### config.mk
export PLATFORM = sky130hd
export DESIGN_NAME = frame_builder
export DESIGN_NICKNAME = d
export VERILOG_FILES = /design/src/rtl/frame_builder.sv
export SDC_FILE = /design/constraint.sdc
export NUM_CORES = 1
export LEC_CHECK = 0
export ABC_AREA = 1
export BUFFER_PORTS_ARGS = -buffer_cell sky130_fd_sc_hd__buf_4
export CAP_MARGIN = 20
export CORE_MARGIN = 2
export CORE_UTILIZATION = 30
export CTS_BUF_LIST = sky130_fd_sc_hd__clkbuf_8
export DETAILED_ROUTE_END_ITERATION = 8
export HOLD_SLACK_MARGIN = 0.05
export PLACE_DENSITY_LB_ADDON = 0.05
export SETUP_SLACK_MARGIN = 0.5
export SYNTH_ARGS = -nofsm -noshare
export SYNTH_HDL_FRONTEND = slang
export SYNTH_SLANG_ARGS = --single-unit
### constraint.sdc
create_clock -name clk_in -period 2.1 [get_ports clk_in]
set_clock_uncertainty 0.2 [all_clocks]
set_input_delay 0.21 -clock clk_in [delete_from_list [all_inputs] [get_ports clk_in]]
set_output_delay 0.21 -clock clk_in [all_outputs]
set_load 0.01 [all_outputs]
### src/rtl/frame_builder.sv
// Transmit framer: pops one FIFO entry and serialises it as
// header, channel, payload, CRC and tail words on the 16-bit link.
//
// state | meaning
// IDLE  | link quiet; issues the one-cycle FIFO pop, then moves to LOAD
// LOAD  | entry read data valid; latched and length-checked
// HDR0  | first E0E0h header word on the link
// HDR1  | second E0E0h header word on the link
// CHAN  | channel word on the link
// DATA  | payload word on the link, CRC running
// CRCW  | final CRC word on the link
// TAIL0 | first 0E0Eh tail word on the link
// TAIL1 | second 0E0Eh tail word on the link
// GAP   | zero words enforcing the inter-frame gap
module frame_builder #(
   parameter int IDLE_GAP = 2
) (
   input  logic         clk_in,
   input  logic         rst,
   input  logic         tx_en,
   input  logic         fifo_empty,
   output logic         fifo_r_enable,
   input  logic [139:0] data_from_fifo,
   output logic [15:0]  data_out,
   output logic         frame_valid,
   output logic         len_err,
   output logic [15:0]  data_to_crc,
   output logic [15:0]  crc,
   input  logic [15:0]  data_from_crc
);

   localparam logic [15:0] HDR_WORD   = 16'hE0E0;
   localparam logic [15:0] TAIL_WORD  = 16'h0E0E;
   // A fetch decided in TAIL1 already yields two zero words (pop + LOAD),
   // so only the remainder beyond two has to be counted down.
   localparam logic [7:0]  GAP_RELOAD = 8'(IDLE_GAP - 2);

   typedef enum logic [3:0] {
      S_IDLE, S_LOAD, S_HDR0, S_HDR1, S_CHAN,
      S_DATA, S_CRCW, S_TAIL0, S_TAIL1, S_GAP
   } state_t;

   state_t        state;
   logic [127:0]  payload_q;
   logic [7:0]    chan_q;
   logic [3:0]    len_q;
   logic [2:0]    word_idx;
   logic [7:0]    gap_cnt;

   logic          can_fetch;
   logic          len_ok;
   logic          last_word;
   logic [2:0]    idx_next;
   logic [15:0]   next_word;

   assign can_fetch = tx_en && !fifo_empty && (gap_cnt == 8'd0);
   assign len_ok    = (data_from_fifo[3:0] != 4'd0) && (data_from_fifo[3:0] <= 4'd8);
   assign last_word = ({1'b0, word_idx} == (len_q - 4'd1));
   assign idx_next  = word_idx + 3'd1;

   always_comb begin
      next_word = payload_q[127:112];
      case (idx_next)
         3'd0: next_word = payload_q[127:112];
         3'd1: next_word = payload_q[111:96];
         3'd2: next_word = payload_q[95:80];
         3'd3: next_word = payload_q[79:64];
         3'd4: next_word = payload_q[63:48];
         3'd5: next_word = payload_q[47:32];
         3'd6: next_word = payload_q[31:16];
         3'd7: next_word = payload_q[15:0];
         default: next_word = payload_q[127:112];
      endcase
   end

   always_ff @(posedge clk_in) begin
      if (rst) begin
         state         <= S_IDLE;
         fifo_r_enable <= 1'b0;
         data_out      <= 16'h0000;
         frame_valid   <= 1'b0;
         len_err       <= 1'b0;
         data_to_crc   <= 16'h0000;
         crc           <= 16'h0000;
         payload_q     <= '0;
         chan_q        <= 8'h00;
         len_q         <= 4'd0;
         word_idx      <= 3'd0;
         gap_cnt       <= 8'd0;
      end else begin
         len_err <= 1'b0;
         case (state)
            S_IDLE: begin
               if (fifo_r_enable) begin
                  fifo_r_enable <= 1'b0;
                  state         <= S_LOAD;
               end else if (can_fetch) begin
                  fifo_r_enable <= 1'b1;
               end
            end
            S_LOAD: begin
               payload_q <= data_from_fifo[139:12];
               chan_q    <= data_from_fifo[11:4];
               len_q     <= data_from_fifo[3:0];
               if (len_ok) begin
                  data_out    <= HDR_WORD;
                  frame_valid <= 1'b1;
                  state       <= S_HDR0;
               end else begin
                  // discarded entry: the next pop may go out immediately
                  len_err <= 1'b1;
                  state   <= S_IDLE;
                  if (can_fetch) fifo_r_enable <= 1'b1;
               end
            end
            S_HDR0: begin
               data_out <= HDR_WORD;
               state    <= S_HDR1;
            end
            S_HDR1: begin
               data_out <= {8'h00, chan_q};
               state    <= S_CHAN;
            end
            S_CHAN: begin
               data_out    <= payload_q[127:112];
               data_to_crc <= payload_q[127:112];
               crc         <= 16'h0000;
               word_idx    <= 3'd0;
               state       <= S_DATA;
            end
            S_DATA: begin
               if (last_word) begin
                  data_out    <= data_from_crc;
                  data_to_crc <= 16'h0000;
                  crc         <= 16'h0000;
                  state       <= S_CRCW;
               end else begin
                  word_idx    <= idx_next;
                  data_out    <= next_word;
                  data_to_crc <= next_word;
                  crc         <= data_from_crc;
               end
            end
            S_CRCW: begin
               data_out <= TAIL_WORD;
               state    <= S_TAIL0;
            end
            S_TAIL0: begin
               data_out <= TAIL_WORD;
               gap_cnt  <= GAP_RELOAD;
               state    <= S_TAIL1;
            end
            S_TAIL1, S_GAP: begin
               data_out    <= 16'h0000;
               frame_valid <= 1'b0;
               if (can_fetch) begin
                  fifo_r_enable <= 1'b1;
                  state         <= S_IDLE;
               end else if (gap_cnt != 8'd0) begin
                  gap_cnt <= gap_cnt - 8'd1;
                  state   <= S_GAP;
               end else begin
                  state <= S_IDLE;
               end
            end
            default: state <= S_IDLE;
         endcase
      end
   end

endmodule

# Word level (Yosys, flattened, before mapping)

Cells that the tools add are included.

Bits in registers: 206
Bits in latches: 0
RAM bits: 0
ROM bits: 0
Input port bits: 160
Output and inout port bits: 51
Logic and storage cells: 91
Memories kept: 0

Add/subtract/negate cells: 3
Multiply operators: 0
Div/mod/pow operators: 0
Order comparisons: 1
Eq/ne operators: 24
Shift operators: 0
Mux-type cells: 27
Bitwise logic cells: 1
Reductions and logical operators: 23

Operators by type and width:

| cell                                                                   | count |
|---|---|
| 16-bit one-hot mux with 8 select lines                                 | 1 |
| 16-bit one-hot mux with 7 select lines                                 | 1 |
| 16-bit two-way mux                                                     | 4 |
| 16-bit one-hot mux with 2 select lines                                 | 2 |
| 4-bit one-hot mux with 9 select lines                                  | 1 |
| 4-bit by 3-bit equality test with 1-bit output (second input constant) | 4 |
| 4-bit two-way mux                                                      | 4 |
| 8-bit two-way mux                                                      | 2 |
| 8-bit one-hot mux with 2 select lines                                  | 1 |
| 2-bit inequality test (second input constant)                          | 7 |
| 3-bit equality test (second input constant)                            | 4 |
| 2-bit AND reduction                                                    | 5 |
| 4-bit by 2-bit equality test with 1-bit output (second input constant) | 2 |
| 4-bit equality test (second input constant)                            | 2 |
| 8-bit logical NOT                                                      | 1 |
| 8-bit nonzero test                                                     | 1 |
| 8-bit by 1-bit subtractor with 8-bit output (second input constant)    | 1 |
| 7-bit nonzero test                                                     | 1 |
| 3-bit by 2-bit equality test with 1-bit output (second input constant) | 2 |
| 1-bit two-way mux                                                      | 6 |
| 3-bit one-hot mux with 2 select lines                                  | 1 |
| 2-bit nonzero test                                                     | 3 |
| 2-bit OR reduction                                                     | 3 |
| 3-bit by 4-bit equality test with 1-bit output                         | 1 |
| other kinds (17)                                                       | 19 |

# Logic depth before layout (Yosys ltp)

Gate-level depths: netlist of run 1.

Word-level depth: 6
Gate-level depth with buffers: 14
Depth with buffers taken out: 13

# Worst setup path after synthesis of run 1

Ideal clock, no wire load.

Path type: register -> register
Start point: register word_idx[0]
End point: register data_out[3]
Setup time: 110 ps
Arrival time: 1,643 ps
Data required time: 1,790 ps
Setup slack: 147 ps
Cell stages (with the launch flop): 11
Buffers on the path: 1
Period minus slack after synthesis: 1,953 ps
Path through: dfxtp_1 > inv_1 > ha_1 > nor3_1 > nand2_2 > buf_4 > or2_1 > nand3_1 > nand3_1 > nand2_1 > inv_1

Cells in the longest elaborated chain, start to end: 5
Elaborated cells on any way between the ends: 13
Those cells by class: add/sub: 1; eq/ne: 8; mux: 3; reduce/logical: 1

RTL lines:

| item                                        | RTL line | source |
|---|---|---|
| start, declared                             | 47       | `logic [2:0] word_idx;` |
| start signal, assigned                      | 138      | `word_idx <= idx_next;` |
| 3-bit by 1-bit adder with 3-bit output      | 59       | `assign idx_next = word_idx + 3'd1;` |
| 3-bit equality test (tied with other cells) | 63       | `case (idx_next)` |
| 16-bit one-hot mux with 8 select lines      | 63       |  |
| 16-bit two-way mux *                        | 132      | `if (last_word) begin` |
| 16-bit one-hot mux with 7 select lines *    | 92       | `case (state)` |
| end signal, assigned                        | 125      | `data_out <= payload_q[127:112];` |
| end signal, assigned                        | 133      | `data_out <= data_from_crc;` |
| end signal, assigned                        | 139      | `data_out <= next_word;` |
| end, declared                               | 24       | `output logic [15:0] data_out,` |

Every way passes the cells marked *; elsewhere a longest branch is shown, timed or not.
A chain may end at the register's enable or synchronous reset.

# Worst setup path after layout of run 1

Start point: register word_idx[0]
End point: register data_to_crc[6]

Cells in the longest elaborated chain, start to end: 5
Elaborated cells on any way between the ends: 13
Those cells by class: add/sub: 1; eq/ne: 8; mux: 3; reduce/logical: 1

RTL lines:

| item                                        | RTL line | source |
|---|---|---|
| 3-bit by 1-bit adder with 3-bit output      | 59       |  |
| 3-bit equality test (tied with other cells) | 63       |  |
| 16-bit one-hot mux with 8 select lines      | 63       |  |
| 16-bit two-way mux *                        | 132      |  |
| 16-bit one-hot mux with 2 select lines *    | 92       |  |
| end signal, assigned                        | 126      | `data_to_crc <= payload_q[127:112];` |
| end signal, assigned                        | 140      | `data_to_crc <= next_word;` |
| end, declared                               | 27       | `output logic [15:0] data_to_crc,` |

Marked as above.

==> results of run 1 <==
-- sequential cells by signal, summed over array words and instances (netlist names) --
register       count
gap_cnt            8
payload_q        128
crc               16
data_out          16
word_idx           3
chan_q             8
fifo_r_enable      1
len_err            1
len_q              4
state              4
data_to_crc       16
frame_valid        1
-- stage by stage --
step / power [mW] / utilization, % / hold WS [ns] / worst slack [ns] / TNS [ns]
2_1_floorplan: 4.74 / - / 0.145 / 0.356 / 0
3_5_place_dp: 5.26 / 38.1 / 0.237 / -0.134 / -1.11
6_report: 10.1 / 57.4 / 0.238 / 0.0387 / 0
5_1_grt: 10.4 / 57.4 / 0.244 / -0.0845 / -0.288
3_3_place_gp: 5.26 / 38.1 / 0.233 / -0.118 / -0.345
4_1_cts: 9.79 / 53.4 / 0.224 / 0.0514 / 0
-- critical path: stages (launching register included) --
cell and delay, ns:
dfxtp_4 0.37, ha_4 0.17, inv_2 0.06, nand2_4 0.06, nand2_4 0.12, buf_6 0.13
nor2_2 0.04, buf_12 0.14, nand2_1 0.07, nand4_1 0.14, o21ai_2 0.30, a21oi_1 0.10
-- repair_timing --
action | 4_1_cts | 5_1_grt
hold endpoints to repair | 176 | 0
setup endpoints to repair | 203 | 204
gates cloned | 32 | 13
pin swaps | 41 | 92
setup buffers | 43 | 17
hold buffers | 159 | 0
resized for setup | 323 | 259
-- cells by family (layout without fill, tap and decap cells) --
group / Yosys count / in the layout / synth area share, %
AND/OR/NAND/NOR: 713 / 713 / 32.1
adder cells (fa/ha/maj): 7 / 7 / 0.954
AO/OA/AOI/OAI: 252 / 252 / 14.1
flip-flops: 206 / 206 / 44.9
XOR/XNOR: 3 / 3 / 0.286
buffers and inverters: 167 / 672 / 7.63
-- metal layers --
layer  vias up  track usage, %
met4         0            5.72
met2       357            43.6
met3        90            3.48
met5         -               0
li1       5343               -
met1      5155            33.6
-- cell type report --
cell class                 instances  area (um2)  share of cell area, %
tap                              396         495                   2.84
clock buffer                      44         606                   3.48
sequential                       206        4150                   23.8
inverter                          83         350                   2.01
multi-input combinational        975        5920                   34.0
timing repair buffer             528        5810                   33.3
clock inverter                    17        96.3                  0.553
-- cell usage after synthesis --
cell type and number:
nor2_2 5, buf_4 5, nand2_1 243, nor2_4 4
or2_1 1, inv_1 74, nor3_1 4, nand3b_1 2
or3_1 1, o21ai_0 153, dfxtp_1 206, or2_0 1
ha_1 7, a211oi_1 1, o21ai_1 8, o211ai_1 2
or2_2 1, nand2_2 7, nor2_1 333, nand4_1 34
a21oi_1 76, buf_2 26, a31oi_1 10, nand3_1 75
buf_6 3, o211ai_2 1, nand3_2 2, xor2_1 3
inv_2 9, o21ai_2 1, buf_1 1, clkbuf_1 49
-- how the worst max path moves through the flow --
stage | startpoint | end | slack (ns) | cells past startpoint
after global placement | word_idx[0] | data_out[12] | -0.12 | 13
after global routing | word_idx[0] | data_out[10] | -0.08 | 14
after detailed placement | word_idx[0] | data_out[9] | -0.13 | 13
after floorplan | len_q[0] | data_out[3] | 0.36 | 14
after CTS | word_idx[0] | data_to_crc[15] | 0.05 | 12
final | word_idx[0] | data_to_crc[6] | 0.04 | 11
-- power by group --
part	internal (mW)	leakage (nW)	switching [mW]	total (mW)
clock	2.01	0.408	1.69	3.70
combinational	1.10	5.51	0.936	2.04
sequential	4.13	1.68	0.182	4.31
total	7.24	7.60	2.81	10.1
==> out/results.txt, run 1 <==
Most frequent cells in the layout - buf_4 (258), nand2_1 (203), nor2_1 (200)
Largest cells by area after synthesis - dfxtp_1 (45%), nor2_1 (14%), nand2_1 (9.9%)
Buffer depth of the longest clock path - 3
Max-cap violations - 0
Number of core rows - 64
First-pass GRT wire length - 61200 um
Arrival time worst endpoint - 2.25 ns
Drt drc - 0
Post-DP HPWL - 24700 um
Net Count, Synth - 1515
Clk_lat worst skew - 0.53 ns
Sequential element share of the synthesized area - 44.9%
Tot GR Track Use - 25.3%
Synth Register Bits - 206
Startpoint Class - flip-flop
Yosys warning count - 0
Final non-filler cell total - 2249
Status - finished, final reports clean
CTS root buf - clkbuf_8
I/O Pins - 211
Reg2Reg Capture Point - data_to_crc[6]
Via Count - 10900
Crit path max fanout - 11
Area growth from synthesis to layout - 89.8%
Initial Util - 30.3%
Worst-margin pin slew - 0.612 ns
Mapped Area - 9180 um2
Die width - 179 um
Share of cells above drive strength 1 - 39.7%
CTS buffer count - 39
Reg-to-Reg Start - word_idx[0]
Synth top area share - 44.9%
Cell Area, Placed - 11600 um2
Avg Inst Size Synth - 6.81 um2
Reg clk slew, reported paths - 0.06 ns
H-tree Lvls - 2
Cells after DPL - 1924
CTS tree - done
Hold Path Class - in -> reg
Port buffer count - 210
Largest net degree at the start of global routing - 109
Synth Instances - 1348
DIE AREA - 32000 um2
Design area - 17400 um2
Total routed wirelength - 42800 um
Pleak - 7.60 nW
Leading area contributor after synthesis - dfxtp_1
Metal3 WL - 2640 um
Wire length per cell - 19.0 um
Nets - 2000
WL met1 - 18500 um
Slew Viols, Final - 0
PD cells - 577 nW/um2
Req. time, crit path - 2.29 ns
FF-to-FF setup slack - 0.04 ns
Antenna violations before repair - 0
First-pass DRT Iterations - 5
Hold Path End - payload_q[73]
Worst setup path category - reg -> reg
Setup crit end kind - flip-flop
FILL cells - 2773
Placer Congestion - 0.811
Top sig layer - met4
Core region area - 30300 um2
Via density - 4.87
Clock tree sinks - 206
Min-delay src - data_from_fifo[85]
Vias in the first global route - 10300
Final Hold Fails - 0
Final period util - 98.2%
Commonest non-fill, non-tap cell in the layout - buf_4
Hold Crit Depth - 4
Diode count - 0
RSZ-0062 raised after global routing - yes
Count of cell types in the netlist - 32
Worst VDD drop - 0.324 mV
Highest clock rate - 485 MHz
Post-route ant nets - 0
Finish-stage setup viols - 0
Worst r2r path cells - 11
Worst relative slew slack - 59.2%
Min cycle time layout - 2.06 ns
Detailed Route Iter0 Violations - 671
Met2 WL - 20300 um
Die Ht - 179 um
Grt ovf - 0
(Power assumes the default switching activity.)
==> inputs of run 2 (changes only) <==
--- a/config.mk
+++ b/config.mk
@@ -8,9 +8,12 @@
 export ABC_AREA = 1
 export BUFFER_PORTS_ARGS = -buffer_cell sky130_fd_sc_hd__buf_4
 export CAP_MARGIN = 20
+export CELL_PAD_IN_SITES_DETAIL_PLACEMENT = 1
+export CELL_PAD_IN_SITES_GLOBAL_PLACEMENT = 1
 export CORE_MARGIN = 2
 export CORE_UTILIZATION = 30
 export CTS_BUF_LIST = sky130_fd_sc_hd__clkbuf_8
+export CTS_CLUSTER_DIAMETER = 200
 export DETAILED_ROUTE_END_ITERATION = 8
 export HOLD_SLACK_MARGIN = 0.05
 export PLACE_DENSITY_LB_ADDON = 0.05
==> constraint.sdc (replaced) <==
create_clock -name clk_in -period 1.84 [get_ports clk_in]
set_clock_uncertainty 0.2 [all_clocks]
set_input_delay 0.184 -clock clk_in [delete_from_list [all_inputs] [get_ports clk_in]]
set_output_delay 0.184 -clock clk_in [all_outputs]
set_load 0.01 [all_outputs]
==> run 2 against run 1 <==
The run now ends with negative setup slack left. Non-clock buffer count is 29 higher. Register-to-register slack worse by 0.37 ns. Clock power is 11% higher. Critical endpoint is now data_out[11]. Largest cell class unchanged.
==> out/results.txt, run 2 (synthesis gave the netlist of run 1 again) <==
Worst relative slew slack - 67.2% (+8.0 points)
Detailed Route Iter0 Violations - 678 (+1.0%)
Total routed wirelength - 49800 um (+16%)
Arrival time worst endpoint - 2.39 ns (+0.14 ns)
Post-route ant nets - 0 (unchanged)
DIE AREA - 32000 um2 (unchanged)
Clk_lat worst skew - 0.53 ns (about the same)
Pre-CTS setup slack - -0.460 ns (-0.326 ns)
Largest delay share family, worst path - simple AND/OR/NAND/NOR gates
Largest net degree at the start of global routing - 65 (-40%)
Worst Setup Slack, final - -0.332 ns (-0.370 ns)
CTS root buf - clkbuf_8
PD cells - 633 nW/um2 (+9.7%)
Vias in the first global route - 12000 (+16%)
Core region area - 30300 um2 (unchanged)
Highest clock rate - 460 MHz (-5.1%)
Violated checks - negative setup slack
Final period util - 118% (+20 points)
Clock tree sinks - 206 (unchanged)
First-pass GRT wire length - 70500 um (+15%)
Max reg flops - 128 (unchanged)
Cells after DPL - 1956 (+1.7%)
Commonest non-fill, non-tap cell in the layout - buf_4
Hold Path Class - in -> reg
Via Count - 11500 (+5.3%)
Final non-filler cell total - 2286 (+1.6%)
Final Hold Fails - 0 (unchanged)
Die width - 179 um (unchanged)
H-tree Lvls - 2 (unchanged)
Area growth from synthesis to layout - 96.8%
Via density - 5.04 (+3.6%)
CP Buf/Inv Count - 6 (+3)
Cell mode on critical path - buf_6
Worst-margin pin slew - 0.491 ns (-0.121 ns)
Max-cap violations - 0 (unchanged)
Most frequent cells in the layout - buf_4 (235), nor2_1 (233), nand2_1 (195)
Grt ovf - 0 (unchanged)
Worst hold slack - 0.209 ns (-0.0294 ns)
Worst VDD drop - 0.369 mV (+14%)
Register area - 4220 um2 (+1.8%)
Top reg by flops - payload_q
Wire length per cell - 21.8 um (+15%)
Drt drc - 0 (unchanged)
CTS tree - done
Slew Viols, Final - 0 (unchanged)
Req. time, crit path - 2.06 ns (-0.23 ns)
RSZ-0062 raised after global routing - yes
Max incr delay on CP - 0.38 ns (about the same)
Placer Congestion - 0.832 (+2.5%)
Tot GR Track Use - 29.4% (+4.1 points)
Pleak - 7.95 nW (+4.7%)
Crit path max fanout - 5 (-6)
Status - complete, but fails checks
Layout Utilization - 59.5% (+2.1 points)
Number of core rows - 64 (unchanged)
CTS buffer count - 39 (unchanged)
Buffer depth of the longest clock path - 3 (unchanged)
Share of cells above drive strength 1 - 48.3% (+8.5 points)
Initial Util - 30.3% (unchanged)
Post-DP HPWL - 27300 um (+11%)
Port buffer count - 210 (unchanged)
Diode count - 0 (unchanged)
First-pass DRT Iterations - 8 (+3)
Crit-path slowest cell - dfxtp_4
Crit-path cells - inv_4 > buf_6 > ha_4 > buf_6 > nor3_4 > nand2_4 > buf_12 > clkbuf_16 > nor2_2 > nor2_1 > nand2_2 > nand3_2 > nand2_1 > inv_1
FILL cells - 3427 (+24%)
I/O Pins - 211 (unchanged)
Finish-stage setup viols - 53 (+53)
Worst setup path category - reg -> reg
Startpoint Class - flip-flop
Nets - 2036 (+1.8%)
Die Ht - 179 um (unchanged)
Area of the multi-input gates - 6110 um2 (+3.1%)
Min cycle time layout - 2.17 ns (+0.110 ns)
Reg clk slew, reported paths - 0.05 ns (about the same)
Setup crit end kind - flip-flop
Antenna violations before repair - 0 (unchanged)
Setup TNS - -9.47 ns (-9.47 ns)
[run 2: cell types whose count changed in the layout (fill, tap and decap cells not counted), moves of 23 or more]
cell,change
dfxtp_1,-50
a21oi_2,+24
dfxtp_2,+45
nor2_4,-67
o21ai_2,+75
o21ai_0,-65
buf_4,-23
a21oi_1,-26
nor2_2,+34
nor2_1,+33
buf_6,+54
[run 2: worst min-delay path, cell delays in order]
cell           delay (ns)
dlygate4sd3_1        0.52
buf_4                0.10
nor2_2               0.03
nor2_1               0.06
[run 2: path summary, 6_finish.rpt]
kind | slack [ns] | end | cells after the start | start
worst min register to register | 0.27 | payload_q[48] | 2 | payload_q[48]
worst max-delay path | -0.33 | data_out[11] | 14 | word_idx[1]
worst max register to register | -0.33 | data_out[11] | 14 | word_idx[1]
worst min-delay path | 0.21 | payload_q[46] | 4 | data_from_fifo[58]
[run 2: through the flow]
| stage | power, mW | instance area [um2] |
|---|---|---|
| after floorplan | 5.51 | 9710 |
| after global placement | 6.12 | 12000 |
| after detailed placement | 6.13 | 12000 |
| after CTS | 11.2 | 16500 |
| after global routing | 11.9 | 18100 |
| final | 11.4 | 18100 |
[run 2: repair_timing]
action | in CTS | in global routing
endpoints found under the hold margin | 202 | 0
setup buffers | 40 | 29
cloned | 36 | 4
pin swaps | 78 | 149
setup endpoints to repair | 256 | 257
hold buffers | 159 | 0
resized for setup | 375 | 396
[run 2: area by class of cell]
class | instances | area share (%)
Timing Repair inverter | 7 | 0.706
Multi-Input combinational cell | 975 | 33.8
Inverter | 83 | 1.96
Clock buffer | 44 | 3.35
Clock inverter | 18 | 0.409
Tap cell | 396 | 2.74
Timing Repair Buffer | 557 | 33.7
Sequential cell | 206 | 23.4
[run 2: where the power goes]
part / leakage [nW] / internal, mW / switching, mW
clock network: 0.404 / 2.15 / 1.96
registers: 1.71 / 4.71 / 0.261
logic: 5.84 / 1.24 / 1.10
total: 7.95 / 8.11 / 3.33
[run 2: per-layer routing]
| layer | track usage (%) | up-vias | routed length (um) |
|---|---|---|---|
| met2 | 50.8 | 357 | 24600 |
| met4 | 12.5 | 0 | 2550 |
| met3 | 5.13 | 133 | 2440 |
| met5 | 0 | - | 0 |
| met1 | 35.8 | 5597 | 20200 |
| li1 | - | 5435 | - |
==> inputs of run 3 (changes only) <==
--- a/config.mk
+++ b/config.mk
@@ -11,10 +11,11 @@
 export CELL_PAD_IN_SITES_DETAIL_PLACEMENT = 1
 export CELL_PAD_IN_SITES_GLOBAL_PLACEMENT = 1
 export CORE_MARGIN = 2
-export CORE_UTILIZATION = 30
+export CORE_UTILIZATION = 35
 export CTS_BUF_LIST = sky130_fd_sc_hd__clkbuf_8
 export CTS_CLUSTER_DIAMETER = 200
 export DETAILED_ROUTE_END_ITERATION = 8
+export GPL_ROUTABILITY_DRIVEN = 0
 export HOLD_SLACK_MARGIN = 0.05
 export PLACE_DENSITY_LB_ADDON = 0.05
 export SETUP_SLACK_MARGIN = 0.5
==> run 3 against run 2 <==
The flow now stops in 5_1_grt. Synthesized area is the same. Synthesized cell count unchanged.
==> out/results.txt, run 3 <==
Port buffer count - 210 (unchanged)
Count of cell types in the netlist - 32 (unchanged)
Avg Inst Size Synth - 6.81 um2 (unchanged)
Status - did not finish
Failed at - 5_1_grt
Mapped Area - 9180 um2 (unchanged)
Leading area contributor after synthesis - dfxtp_1
Synth Instances - 1348 (unchanged)
CTS buffer count - 38 (-2.6%)
Net Count, Synth - 1515 (unchanged)
Synth Register Bits - 206 (unchanged)
CTS root buf - clkbuf_8
Post-DP HPWL - 26100 um (-4.5%)
Synth async-reset ratio - 0% (unchanged)
Number of synthesized flops with an enable pin - 0 (unchanged)
Buffer depth of the longest clock path - 3 (unchanged)
Die width - 166 um (-7.3%)
Initial Util - 35.4% (+5.2 points)
Worst End Pin Type - register data pin
Pre-CTS setup slack - -0.359 ns (+0.100 ns)
Top FF cell, synth - dfxtp_1
Top-count cell post-synth - nor2_1
Most frequent cells after synthesis - nor2_1 (333), nand2_1 (243), dfxtp_1 (206), o21ai_0 (153), a21oi_1 (76)
Antenna violations before repair - 2
Grt ovf - 91
Largest cells by area after synthesis - dfxtp_1 (45%), nor2_1 (14%), nand2_1 (9.9%)
GR repair worst EP - data_out[0]$_SDFFE_PP0P_/D
H-tree Lvls - 2 (unchanged)
Sequential element share of the synthesized area - 44.9% (unchanged)
I/O Pins - 211 (unchanged)
Number of core rows - 59 (-7.8%)
Cell Area, Placed - 11800 um2 (-1.8%)
Die Ht - 166 um (-7.3%)
Synth top area share - 44.9% (unchanged)
Error Message - [ERROR GRT-0232] Routing congestion too high. Check the congestion heatmap in the GUI.
Clock tree sinks - 206 (unchanged)
Tot GR Track Use - 69.8%
Yosys warning count - 0 (unchanged)
Largest net degree at the start of global routing - 56
[run 3: cell counts after synthesis]
No cell type changed its count.
[run 3: cells by family after synthesis]
| kind of cell | share of synthesized area, % |
|---|---|
| buffers and inverters | 7.63 |
| XOR/XNOR | 0.286 |
| flip-flops | 44.9 |
| AO/OA/AOI/OAI | 14.1 |
| AND/OR/NAND/NOR | 32.1 |
| adder cells (fa/ha/maj) | 0.954 |
[run 3: layer usage]
metal / overflow / track usage [%]
met5: 0 / 4.87
met4: 44 / 82.7
met2: 44 / 94.0
met1: 0 / 65.9
met3: 3 / 44.9
[run 3: per-stage QoR]
stage / std cells / hold WS, ns
after floorplan: 1348 / 0.119
after global placement: 1879 / 0.208
after detailed placement: 1879 / 0.214
after CTS: 2199 / -0.158
[run 3: timing repair]
item                                   in CTS
pin swaps                                  71
endpoints found under the hold margin     201
resized for setup                         579
buffers inserted                           65
hold buffers                              158
setup endpoints to repair                 255
cloned                                     34
==> inputs of run 4 (changes only) <==
==> config.mk (replaced) <==
export PLATFORM = sky130hd
export DESIGN_NAME = frame_builder
export DESIGN_NICKNAME = d
export VERILOG_FILES = /design/src/rtl/frame_builder.sv
export SDC_FILE = /design/constraint.sdc
export NUM_CORES = 1
export LEC_CHECK = 0
export ABC_AREA = 1
export BUFFER_PORTS_ARGS = -buffer_cell sky130_fd_sc_hd__buf_4
export CAP_MARGIN = 20
export CORE_MARGIN = 2
export CORE_UTILIZATION = 40
export DETAILED_ROUTE_END_ITERATION = 8
export GPL_ROUTABILITY_DRIVEN = 0
export PLACE_DENSITY_LB_ADDON = 0.15
export SYNTH_ARGS = -nofsm -noshare
export SYNTH_HDL_FRONTEND = slang
export SYNTH_SLANG_ARGS = --single-unit
==> constraint.sdc (replaced) <==
create_clock -name clk_in -period 2.4 [get_ports clk_in]
set_clock_uncertainty 0.2 [all_clocks]
set_input_delay 0.24 -clock clk_in [delete_from_list [all_inputs] [get_ports clk_in]]
set_output_delay 0.24 -clock clk_in [all_outputs]
set_load 0.01 [all_outputs]
==> run 4 against run 3 <==
The flow now finishes without violations.
==> out/results.txt, run 4 (synthesis gave the netlist of run 1 again) <==
PD cells - 614 nW/um2
First-pass GRT wire length - 50400 um
Cells after DPL - 1797 (-4.4%)
Register share of total power - 45.5%
Worst r2r path cells - 15
Wire length per cell - 16.3 um
Share of cells above drive strength 1 - 18.7%
Worst relative slew slack - 44.5%
Total routed wirelength - 32600 um
Via Count - 10100
H-tree Lvls - 1 (-1)
Die Ht - 156 um (-6.3%)
Worst-margin pin slew - 0.830 ns
Tot GR Track Use - 26.2%
Area growth from synthesis to layout - 46.6%
Worst Setup Slack, final - 0.104 ns
P_sw - 1.97 mW
Switch share - 23.9%
Commonest non-fill, non-tap cell in the layout - nor2_1
Die width - 156 um (-6.3%)
CTS root buf - clkbuf_16
Final period util - 95.7%
Diode count - 0
Highest clock rate - 436 MHz
Register area - 4120 um2
Most frequent cells in the layout - nor2_1 (331), buf_4 (243), nand2_1 (242)
Startpoint Class - flip-flop
I/O Pins - 211 (unchanged)
Int Pwr - 6.28 mW
Largest net degree at the start of global routing - 76
CP startpoint - word_idx[1]
Finish-stage setup viols - 0
Status - finished, final reports clean
Worst setup path category - reg -> reg
Pleak - 6.36 nW
Drt drc - 0
FF-to-FF setup slack - 0.10 ns
Hold Path Class - in -> reg
Nets - 1863
Antenna violations before repair - 0
Vias in the first global route - 9503
Crit path max fanout - 19
Via density - 5.07
Final Hold Fails - 0
Setup TNS - 0 ns
Pre-CTS setup slack - -0.0345 ns (+0.325 ns)
Reg clk slew, reported paths - 0.06 ns
Comb power frac - 11.5%
Final non-filler cell total - 1997
FILL cells - 2105
CTS tree - done
First-pass DRT Iterations - 5
Min cycle time layout - 2.30 ns
Reg2Reg Capture Point - data_out[4]
Area of the multi-input gates - 4370 um2
Initial Util - 40.7% (+5.2 points)
Req. time, crit path - 2.61 ns
Critical Path Sink - data_out[4]
Setup crit end kind - flip-flop
RSZ-0062 raised after global routing - yes
Max reg flops - 128
Arrival time worst endpoint - 2.50 ns
Max-cap violations - 0
Clk_lat worst skew - 0.50 ns
Reg-to-Reg Start - word_idx[1]
Post-DP HPWL - 22400 um (-14%)
DIE AREA - 24200 um2
Port buffer count - 210 (unchanged)
Grt ovf - 0
Top reg by flops - payload_q
Hold Crit Depth - 3
Detailed Route Iter0 Violations - 935
Number of core rows - 55 (-6.8%)
Clk pwr share - 43.0%
Clock tree sinks - 206 (unchanged)
Layout Utilization - 59.6%
Slew Viols, Final - 0
CTS buffer count - 22 (-42%)
Worst VDD drop - 0.329 mV
Core region area - 22600 um2
Post-route ant nets - 0
Buffer depth of the longest clock path - 3 (unchanged)
[run 4: how the worst min path moves through the flow]
stage | from | end | slack, ns
5_1_grt | rst | gap_cnt[1] | 0.12
2_1_floorplan | data_from_fifo[124] | payload_q[112] | 0.17
6_report | rst | gap_cnt[1] | 0.12
3_5_place_dp | payload_q[50] | payload_q[50] | 0.24
4_1_cts | rst | gap_cnt[1] | 0.11
3_3_place_gp | payload_q[59] | payload_q[59] | 0.23
[run 4: worst max-delay path, stage by stage, from the launching register on]
cell,delay [ns]
dfxtp_1,0.38
ha_1,0.20
inv_1,0.05
nand2_2,0.09
nand2_2,0.07
buf_4,0.14
buf_4,0.15
buf_12,0.15
nand3_1,0.07
nand2_1,0.05
nor2_1,0.16
nand2_1,0.17
nand3_1,0.15
nand3_1,0.08
nand2_1,0.06
inv_1,0.03
[run 4: power groups by stage]
stage | Sequential [mW] | Clock, mW | Combinational, mW
global placement | 3.82 | 0 | 0.731
finish | 3.75 | 3.55 | 0.953
floorplan | 3.76 | 0 | 0.380
global route | 3.77 | 3.75 | 1.05
detailed placement | 3.82 | 0 | 0.734
CTS | 3.75 | 3.60 | 0.945
[run 4: area by class of cell]
| class | instances | area share [%] |
|---|---|---|
| flip-flops and latches | 206 | 30.6 |
| clock buffers | 31 | 4.72 |
| well taps | 285 | 2.65 |
| repair buffers | 408 | 26.3 |
| multi-input cells | 975 | 32.5 |
| inverters | 83 | 2.34 |
| clock inverters | 9 | 0.893 |
[run 4: layer usage]
metal | wire length [um] | vias up | share of wire (%) | track usage [%]
li1 | - | 5058 | - | -
met1 | 14500 | 4619 | 44 | 35.8
met2 | 15100 | 377 | 46 | 43.4
met3 | 2000 | 61 | 6.1 | 3.48
met4 | 1030 | 0 | 3.2 | 7.82
met5 | 0 | - | 0 | 0
[run 4: metrics by stage]
stage,power [mW],hold WS [ns],cell area (um2)
floorplan,4.14,0.175,9180
global placement,4.56,0.235,11100
detailed placement,4.56,0.241,11100
CTS,8.30,0.113,13400
global route,8.57,0.120,13500
finish,8.26,0.118,13500
[run 4: repair_timing]
action,CTS,global route
hold buffers,158,0
endpoints found under the setup margin,2,30
buffers inserted,2,0
pin swaps,1,0
hold endpoints to repair,169,0
resized for setup,0,8
